[src/rtl/ula_acumulador_pkg.sv]
// Shared types for the accumulator ALU: operation codes and FSM states.
package ula_pkg;

  localparam int unsigned OP_W = 3;

  typedef enum logic [OP_W-1:0] {
    OP_LOAD = 3'b000,
    OP_ADD  = 3'b001,
    OP_SUB  = 3'b010,
    OP_AND  = 3'b011,
    OP_OR   = 3'b100,
    OP_XOR  = 3'b101,
    OP_MUL  = 3'b110,
    OP_CLR  = 3'b111
  } op_e;

  typedef enum logic {
    ST_IDLE = 1'b0,
    ST_MUL  = 1'b1
  } state_e;

endpackage

[src/rtl/ula_acumulador_if.sv]
// Operand handshake and result/status bus of the accumulator ALU stage.
interface ula_acumulador_if #(
  parameter int unsigned W = 4
);
  import ula_pkg::*;

  logic            in_valid;
  logic            in_ready;
  logic [OP_W-1:0] op;
  logic [W-1:0]    dado_in;
  logic [W-1:0]    acc_out;
  logic            flag_zero;
  logic            flag_carry;
  logic            flag_overflow;
  logic            out_valid;
  logic            busy;

  modport master (
    output in_valid, op, dado_in,
    input  in_ready, acc_out, flag_zero, flag_carry, flag_overflow, out_valid, busy
  );

  modport slave (
    input  in_valid, op, dado_in,
    output in_ready, acc_out, flag_zero, flag_carry, flag_overflow, out_valid, busy
  );

endinterface

[src/rtl/ula_acumulador_mult.sv]
// Serial shift-add multiplier: operands latch on start, one partial product per edge.
module multiplicador_serial #(
  parameter int unsigned W     = 4,
  parameter int unsigned CNT_W = 3
) (
  input  logic           clk,
  input  logic           rst,
  input  logic           start,
  input  logic [W-1:0]   a,
  input  logic [W-1:0]   b,
  output logic           done,
  output logic [2*W-1:0] produto
);

  logic [2*W-1:0] mcand;
  logic [2*W-1:0] acc_p;
  logic [2*W-1:0] partial;
  logic [W-1:0]   mplier;
  logic [CNT_W-1:0] cnt;
  logic           run;

  // produto already includes the current step, so the final value is
  // available combinationally during the cycle that ends with the W-th edge.
  assign partial = mplier[0] ? mcand : '0;
  assign produto = acc_p + partial;
  assign done    = run && (cnt == CNT_W'(W-1));

  always_ff @(posedge clk) begin
    if (!rst) begin
      run    <= 1'b0;
      cnt    <= '0;
      acc_p  <= '0;
      mcand  <= '0;
      mplier <= '0;
    end else if (start) begin
      run    <= 1'b1;
      cnt    <= '0;
      acc_p  <= '0;
      mcand  <= {{W{1'b0}}, a};
      mplier <= b;
    end else if (run) begin
      acc_p  <= produto;
      mcand  <= mcand << 1;
      mplier <= mplier >> 1;
      cnt    <= cnt + CNT_W'(1);
      if (done) run <= 1'b0;
    end
  end

endmodule

[src/rtl/ula_acumulador.sv]
// Accumulator ALU stage: single-cycle load/arith/logic ops plus a stalling serial multiply.
module ula_acumulador #(
  parameter int unsigned W     = 4,
  parameter int unsigned CNT_W = 3
) (
  input  logic            clk,
  input  logic            rst,
  ula_acumulador_if.slave bus
);
  import ula_pkg::*;

  state_e         state, state_nxt;
  logic [W-1:0]   acc, acc_nxt;
  logic           zero_q, zero_nxt;
  logic           carry_q, carry_nxt;
  logic           ovf_q, ovf_nxt;
  logic           valid_q, valid_nxt;
  logic           fire;
  logic           mul_start;
  logic           mul_done;
  logic [2*W-1:0] produto;
  logic [W:0]     sum;
  logic [W:0]     diff;
  op_e            op;

  assign op       = op_e'(bus.op);
  assign fire     = bus.in_valid && bus.in_ready;
  assign sum      = {1'b0, acc} + {1'b0, bus.dado_in};
  assign diff     = {1'b0, acc} - {1'b0, bus.dado_in};

  assign bus.in_ready      = (state == ST_IDLE);
  assign bus.busy          = (state == ST_MUL);
  assign bus.acc_out       = acc;
  assign bus.flag_zero     = zero_q;
  assign bus.flag_carry    = carry_q;
  assign bus.flag_overflow = ovf_q;
  assign bus.out_valid     = valid_q;

  multiplicador_serial #(
    .W     (W),
    .CNT_W (CNT_W)
  ) u_mul (
    .clk     (clk),
    .rst     (rst),
    .start   (mul_start),
    .a       (acc),
    .b       (bus.dado_in),
    .done    (mul_done),
    .produto (produto)
  );

  always_comb begin
    state_nxt = state;
    acc_nxt   = acc;
    zero_nxt  = zero_q;
    carry_nxt = carry_q;
    ovf_nxt   = ovf_q;
    valid_nxt = 1'b0;
    mul_start = 1'b0;

    unique case (state)
      ST_IDLE: begin
        if (fire) begin
          if (op == OP_MUL) begin
            mul_start = 1'b1;
            state_nxt = ST_MUL;
          end else begin
            valid_nxt = 1'b1;
            carry_nxt = 1'b0;
            ovf_nxt   = 1'b0;
            unique case (op)
              OP_LOAD: acc_nxt = bus.dado_in;
              OP_ADD: begin
                acc_nxt   = sum[W-1:0];
                carry_nxt = sum[W];
                ovf_nxt   = (acc[W-1] == bus.dado_in[W-1]) && (sum[W-1] != acc[W-1]);
              end
              OP_SUB: begin
                acc_nxt   = diff[W-1:0];
                carry_nxt = diff[W];
                ovf_nxt   = (acc[W-1] != bus.dado_in[W-1]) && (diff[W-1] != acc[W-1]);
              end
              OP_AND:  acc_nxt = acc & bus.dado_in;
              OP_OR:   acc_nxt = acc | bus.dado_in;
              OP_XOR:  acc_nxt = acc ^ bus.dado_in;
              OP_CLR:  acc_nxt = '0;
              default: acc_nxt = acc;
            endcase
            zero_nxt = (acc_nxt == '0);
          end
        end
      end
      ST_MUL: begin
        if (mul_done) begin
          acc_nxt   = produto[W-1:0];
          carry_nxt = |produto[2*W-1:W];
          ovf_nxt   = 1'b0;
          zero_nxt  = (produto[W-1:0] == '0);
          valid_nxt = 1'b1;
          state_nxt = ST_IDLE;
        end
      end
      default: state_nxt = ST_IDLE;
    endcase
  end

  always_ff @(posedge clk) begin
    if (!rst) begin
      state   <= ST_IDLE;
      acc     <= '0;
      zero_q  <= 1'b1;
      carry_q <= 1'b0;
      ovf_q   <= 1'b0;
      valid_q <= 1'b0;
    end else begin
      state   <= state_nxt;
      acc     <= acc_nxt;
      zero_q  <= zero_nxt;
      carry_q <= carry_nxt;
      ovf_q   <= ovf_nxt;
      valid_q <= valid_nxt;
    end
  end

endmodule
[src/flat_wrapper.sv]
// flat-port wrapper written by rule: the top's interface ports become plain ports
module ula_acumulador_flat import ula_pkg::*;
#(
  parameter int unsigned W     = 4,
  parameter int unsigned CNT_W = 3
)
  (clk, rst, bus_in_valid, bus_op, bus_dado_in, bus_in_ready, bus_acc_out, bus_flag_zero, bus_flag_carry, bus_flag_overflow, bus_out_valid, bus_busy);
  ula_acumulador_if #(.W(W)) bus_i ();
  input  logic clk;
  input  logic rst;
  input wire logic [$bits(bus_i.in_valid)-1:0] bus_in_valid;
  input wire logic [$bits(bus_i.op)-1:0] bus_op;
  input wire logic [$bits(bus_i.dado_in)-1:0] bus_dado_in;
  output wire logic [$bits(bus_i.in_ready)-1:0] bus_in_ready;
  output wire logic [$bits(bus_i.acc_out)-1:0] bus_acc_out;
  output wire logic [$bits(bus_i.flag_zero)-1:0] bus_flag_zero;
  output wire logic [$bits(bus_i.flag_carry)-1:0] bus_flag_carry;
  output wire logic [$bits(bus_i.flag_overflow)-1:0] bus_flag_overflow;
  output wire logic [$bits(bus_i.out_valid)-1:0] bus_out_valid;
  output wire logic [$bits(bus_i.busy)-1:0] bus_busy;
  assign bus_i.in_valid = bus_in_valid;
  assign bus_i.op = bus_op;
  assign bus_i.dado_in = bus_dado_in;
  assign bus_in_ready = bus_i.in_ready;
  assign bus_acc_out = bus_i.acc_out;
  assign bus_flag_zero = bus_i.flag_zero;
  assign bus_flag_carry = bus_i.flag_carry;
  assign bus_flag_overflow = bus_i.flag_overflow;
  assign bus_out_valid = bus_i.out_valid;
  assign bus_busy = bus_i.busy;
  ula_acumulador #(.W(W), .CNT_W(CNT_W)) u_core (.clk(clk), .rst(rst), .bus(bus_i));
endmodule
[config.mk]
export PLATFORM = sky130hd
export DESIGN_NAME = ula_acumulador_flat
export DESIGN_NICKNAME = d
export VERILOG_FILES = /design/src/rtl/ula_acumulador_pkg.sv /design/src/rtl/ula_acumulador_if.sv /design/src/rtl/ula_acumulador_mult.sv /design/src/rtl/ula_acumulador.sv /design/src/flat_wrapper.sv
export SDC_FILE = /design/constraint.sdc
export NUM_CORES = 1
export LEC_CHECK = 0
export CAP_MARGIN = 40
export CORE_ASPECT_RATIO = 0.75
export CORE_UTILIZATION = 35
export CTS_BUF_LIST = sky130_fd_sc_hd__clkbuf_8
export CTS_CLUSTER_DIAMETER = 200
export DETAILED_ROUTE_END_ITERATION = 8
export HOLD_SLACK_MARGIN = 0.1
export PLACE_DENSITY_LB_ADDON = 0.15
export SLEW_MARGIN = 0
export SYNTH_ARGS = -nofsm -noshare
export SYNTH_HDL_FRONTEND = slang
export SYNTH_HIERARCHICAL = 1
export SYNTH_SLANG_ARGS = --single-unit
[constraint.sdc]
create_clock -name clk -period 3.5 [get_ports clk]
set_clock_uncertainty 0.2 [all_clocks]
set_input_delay 0.35 -clock clk [delete_from_list [all_inputs] [get_ports clk]]
set_output_delay 0.35 -clock clk [all_outputs]
set_load 0.02 [all_outputs]
# After elaboration in Yosys (flattened, before gate mapping)
# Index checks and enable logic that the tools add are counted.
totals:
  reg_bits: 33
  inputBits: 10
  output_inout_bits: 10
  wordCells: 85
op_classes:
  add_sub_neg: 4
  n_eq_ne: 15
  muxes: 38
  bitwise_logic: 5
  reduce_logical: 11
ops:
  columns: ["operator", "n"]
  rows:
  - ["2-to-1 mux 4 bit", 10]
  - ["case mux 4 bit (7 select lines)", 1]
  - ["2-to-1 mux 1 bit", 18]
  - ["case mux 1 bit (2 select lines)", 7]
  - ["equality test 3 bit (second input constant)", 4]
  - ["equality test 3 x 2 -> 1 bit (second input constant)", 3]
  - ["adder 8 bit", 1]
  - ["logical NOT 4 bit", 2]
  - ["2-to-1 mux 8 bit", 1]
  - ["case mux 4 bit (2 select lines)", 1]
  - ["!= test 2 bit (second input constant)", 3]
  - ["adder 4 x 4 -> 5 bit", 1]
  - ["subtractor 4 x 4 -> 5 bit", 1]
  - ["bitwise AND 4 bit", 1]
  - ["logical AND 1 bit", 4]
  - ["OR 4 bit", 1]
  - ["OR reduction 4 bit", 1]
  - ["bitwise XOR 4 bit", 1]
  - ["adder 3 x 1 -> 3 bit (second input constant)", 1]
  - ["equality test 3 x 1 -> 1 bit (second input constant)", 1]
  - ["logical NOT 3 bit", 1]
  - ["!= test 1 bit", 3]
  - ["AND reduction 3 bit", 1]
  - ["NOT 1 bit", 2]
  - ["3 further kinds", 3]

# Depth between registers and ports, before layout
depth:
  word_depth: 9
  ltp_mapped: 13

# Hierarchy
# The synthesis kept the hierarchy.
by_module_without_submodules:
  columns: ["module", "n_inst", "cells_per_inst", "area_each_um2"]
  rows:
  - ["multiplicador_serial", 1, 156, 1370.1]
  - ["ula_acumulador", 1, 144, 1092.3]

# Worst setup path before layout
# Ideal clock, no wire load.
synth_timing:
  kind: "reg-to-reg"
  startpoint: "register u_core.u_mul.mplier[0]"
  endpoint: "register u_core.carry_q, in the netlist u_core/bus.flag_carry"
  setup_time_ns: 0.116
  arrival_time_ns: 2.273
  t_required_ns: 3.184
  setup_slack_ns: 0.911
  path_stages_with_launch: 13
  n_path_buf: 1
  period_less_slack_ns: 2.589
  path_cell_list: "dfxtp_1 -> clkbuf_1 -> and2_1 -> ha_1 -> inv_1 -> fa_1 -> nor2b_1 -> o21ai_1 -> a21boi_2 -> nor2_1 -> o41ai_1 -> o311ai_1 -> o211a_1"
synth_via:
  elab_chain_cells: 5
synth_rtl:
  columns: ["element", "line_no", "rtl"]
  rows:
  - ["start, declared", "ula_acumulador_mult.sv:18", "logic [W-1:0] mplier;"]
  - ["start signal, assigned", "ula_acumulador_mult.sv:44", "mplier <= mplier >> 1;"]
  - ["2-to-1 mux 8 bit", "ula_acumulador_mult.sv:24", "assign partial = mplier[0] ? mcand : '0;"]
  - ["adder 8 bit", "ula_acumulador_mult.sv:25", "assign produto = acc_p + partial;"]
  - ["net u_core.produto[4]", "ula_acumulador.sv:21", "logic [2*W-1:0] produto;"]
  - ["OR reduction 4 bit", "ula_acumulador.sv:96", "carry_nxt = |produto[2*W-1:W];"]
  - ["2-to-1 mux 1 bit", "ula_acumulador.sv:94", "if (mul_done) begin"]
  - ["case mux 1 bit (2 select lines)", "ula_acumulador.sv:61", "unique case (state)"]
  - ["end signal, assigned", "ula_acumulador.sv:119", "carry_q <= carry_nxt;"]
  - ["end, declared", "ula_acumulador.sv:15", "logic carry_q, carry_nxt;"]
# The timed path passes the listed nets, and every way through them passes these cells. The select of a mux whose other input is x is not followed.
# A chain may end at the register's enable or synchronous reset.

# Worst setup path in the final report
# Same ends and word-level chain as after synthesis.

==> impl_metrics.csv <==
group,metric,value,unit
outcome,outcome,"complete, but fails checks",
outcome,violations,"DRC",
critical_path,crit_family,"compound AO/OA/AOI/OAI gates",
critical_path,cp_slowest_cell,"dfxtp_1",
floorplan,io_pins,20,
min_path,holdCritPathClass,"reg -> reg",
sta,hold_violations,0,
critical_path,crit_required,3.48,ns
synthesis,synth_cells,300,
synthesis,yosysTopAreaCell,"dfxtp_1",
power_and_ir_drop,leakage,1.130,nW
sta,max_clock_freq,356.0,MHz
critical_path,reg2reg_depth,11,
clocking,postCtsSetupRepairBufs,0,
clocking,cts_buffer_depth,2,
critical_path,worstPathArrival,2.79,ns
routing,firstDrtPassIters,6,
placement,dp_worst_setup_slack,0.5015,ns
sta,worst_pin_slew,0.5203,ns
critical_path,cp_slowest_stage_delay,0.46,ns
synthesis,synth_edf_count,0,
critical_path,endpoint_kind,"register",
power_and_ir_drop,powerDensity,316.1,nW/um2
floorplan,core_area,6799,um2
power_and_ir_drop,vdd_drop_max,0.0002010,V
synthesis,ys_async_sr_fraction,0,%
global_routing,grt_pass1_wl,9.867,mm
floorplan,die_h,74.64,um
routing,via_count,2095,
global_routing,overflow,0,
floorplan,die-width,98.85,um
sta,rsz0062_at_grt,"no",
clocking,clk_latency,0.28,ns
routing,drt-wirelength-per-cell,15.09,um
synthesis,yosys_warnings,6,
global_routing,grt_use_total,17.25,%
critical_path,cp_cell_sequence,"and2_1 -> ha_1 -> inv_1 -> fa_1 -> nor2b_1 -> o21ai_1 -> a21boi_2 -> nor2_1 -> o41ai_1 -> o311ai_1 -> o211a_1",
critical_path,start_kind,"register",
floorplan,floorplan.rows,26,
clocking,cts_tree,"built",
synthesis,ys.flop_type,"dfxtp_1",
synthesis,synth_cell_types,57,
routing,drc_errors,1,
critical_path,path_class,"reg -> reg",
critical_path,cp_num_buf_inv,1,
placement,post-dp-hpwl,4.568,mm
sta,fin_tns_setup,0,ns
synthesis,ys_top_cells_by_area,"dfxtp_1 27%, ha_1 11%, mux2i_1 6.1%",
global_routing,grt_start_max_net_pins,23,
flow_run,cap_violations,0,
synthesis,syn_area,2462,um2
synthesis,avgSynthCellArea,8.208,um2
critical_path,rrSetupSlack,0.69,ns
synthesis,ys_seq_area_share,26.83,%
clocking,htreeDepth,2,
critical_path,rr_endpoint,"u_core/bus.flag_carry",
critical_path,critPathMaxFanout,10,
critical_path,r2r_start,"u_core/u_mul/mplier[0]",
global_routing,grt_antenna_before_repair,0,
routing,postRouteAntennaNets,0,
global_routing,grt_pass1_vias,1908,
synthesis,synth_top_area_share,26.83,%
sta,final.min_clock_period,2.809,ns
placement,gp_congestion,0.8961,
floorplan,start_util,36.22,%
clocking,cts_hold_buffers,0,
synthesis,syn_nets,334,
clocking,root_buffer,"clkbuf_8",
clocking,post_cts_resized,0,
routing,drt_iter0_markers,154,
sta,fin_crit_sh,80.25,%
finish,diodes,0,
sta,slew_headroom,65.27,%
synthesis,synth_most_common_cell,"dfxtp_1",
sta,setup_viol,0,
finish,drive_gt1_share,7.256,%
placement,portBuffers,19,
min_path,worstHoldPathCells,2,
finish,fin_nets,351,
min_path,min-delay-start,"u_core/u_mul/cnt[2]",
clocking,clock_sinks,33,
clocking,path_clk_slew,0.07,ns
power_and_ir_drop,p_total,0.8948,mW
synthesis,synth.top_cells.by_count,"33 x dfxtp_1, 25 x nand2_1, 21 x ha_1",
sta,drv_slew,0,
min_path,min_to,"u_core/u_mul/cnt[2]",
clocking,cts_buffers,5,
routing,finalWirelength,6.052,mm
finish,area_growth,14.94,%
floorplan,dieArea,7378,um2
synthesis,synth_seq_cells,33,
routing,viasPerCell,5.224,
sta,fin_ws,0.6914,ns
layer usage:
layer	GRT usage (%)	part of all wire, %
met5	0	0
met2	23.78	39
met3	3.435	4.8
met4	3.980	0.48
met1	27.02	55
area by class of cell:
type	instances	area [um2]
fill	671	3969
multi-input combinational	230	1649
sequential	33	660.6
timing repair buffer	27	250.2
tap	84	105.1
clock buffer	6	82.58
inverter	20	75.07
clock inverter	1	7.507
report_power, final:
part,switching [mW],internal [mW],total [mW]
Combinational,0.107,0.0899,0.197
Clock,0.139,0.155,0.294
Sequential,0.0166,0.386,0.403
Total,0.263,0.632,0.895
layout by cell type, fill, tap and decap left out, types with 10 or more instances in the layout:
cell / count
and2_1: 15
mux2i_1: 15
ha_1: 21
a21oi_1: 20
inv_1: 20
nand2_1: 25
nor2_1: 20
nor2b_1: 10
clkdlybuf4s50_1: 19
dfxtp_1: 33
worst reg2reg max path: stages (launching register included):
cell      delay (ns)
dfxtp_1         0.46
and2_1          0.17
ha_1            0.16
inv_1           0.06
fa_1            0.40
nor2b_1         0.12
o21ai_1         0.11
a21boi_2        0.23
nor2_1          0.08
o41ai_1         0.41
o311ai_1        0.17
o211a_1         0.15
sequential cells by signal, indices dropped and copies added, names as in the netlist:
name / cells
u_core/u_mul/acc_p: 8
u_core/u_mul/mcand: 8
u_core/bus.acc_out: 4
u_core/u_mul/mplier: 4
u_core/u_mul/cnt: 3
u_core/bus.busy: 1
u_core/bus.flag_carry: 1
u_core/bus.flag_overflow: 1
u_core/bus.flag_zero: 1
u_core/bus.out_valid: 1
u_core/u_mul/run: 1
cell families (layout without fill, tap and decap cells):
| group | Yosys count | in the layout | synth area share, % |
|---|---|---|---|
| AND/OR/NAND/NOR | 108 | 108 | 23.37 |
| flip-flops | 33 | 33 | 26.83 |
| AO/OA/AOI/OAI | 73 | 73 | 20.73 |
| buffers and inverters | 37 | 54 | 6.199 |
| multiplexers | 16 | 16 | 6.555 |
| XOR/XNOR | 9 | 9 | 3.201 |
| adder cells (fa/ha/maj) | 24 | 24 | 13.11 |
worst max path at each step:
stage | startpoint | end | slack, ns | cells after the start
floorplan | u_core/u_mul/mplier[0] | u_core/bus.flag_carry | 0.91 | 12
global placement | bus_dado_in[0] | u_core/bus.flag_zero | 0.47 | 9
detailed placement | bus_dado_in[0] | u_core/bus.flag_zero | 0.50 | 9
CTS | u_core/u_mul/mplier[0] | u_core/bus.flag_carry | 0.69 | 11
global route | u_core/u_mul/mplier[0] | u_core/bus.flag_carry | 0.52 | 11
finish | u_core/u_mul/mplier[0] | u_core/bus.flag_carry | 0.69 | 11
per-stage QoR:
step / hold slack, ns / std cells / area (um2) / utilization (%)
finish: 0.2760 / 401 / 2830 / 41.63
detailed placement: 0.2731 / 394 / 2740 / 40.30
global placement: 0.2649 / 394 / 2740 / 40.30
global route: 0.3295 / 401 / 2830 / 41.63
floorplan: 0.2563 / 300 / 2462 / -
CTS: 0.2797 / 401 / 2830 / 41.63
No activity file was read; power rests on OpenSTA's default activity.
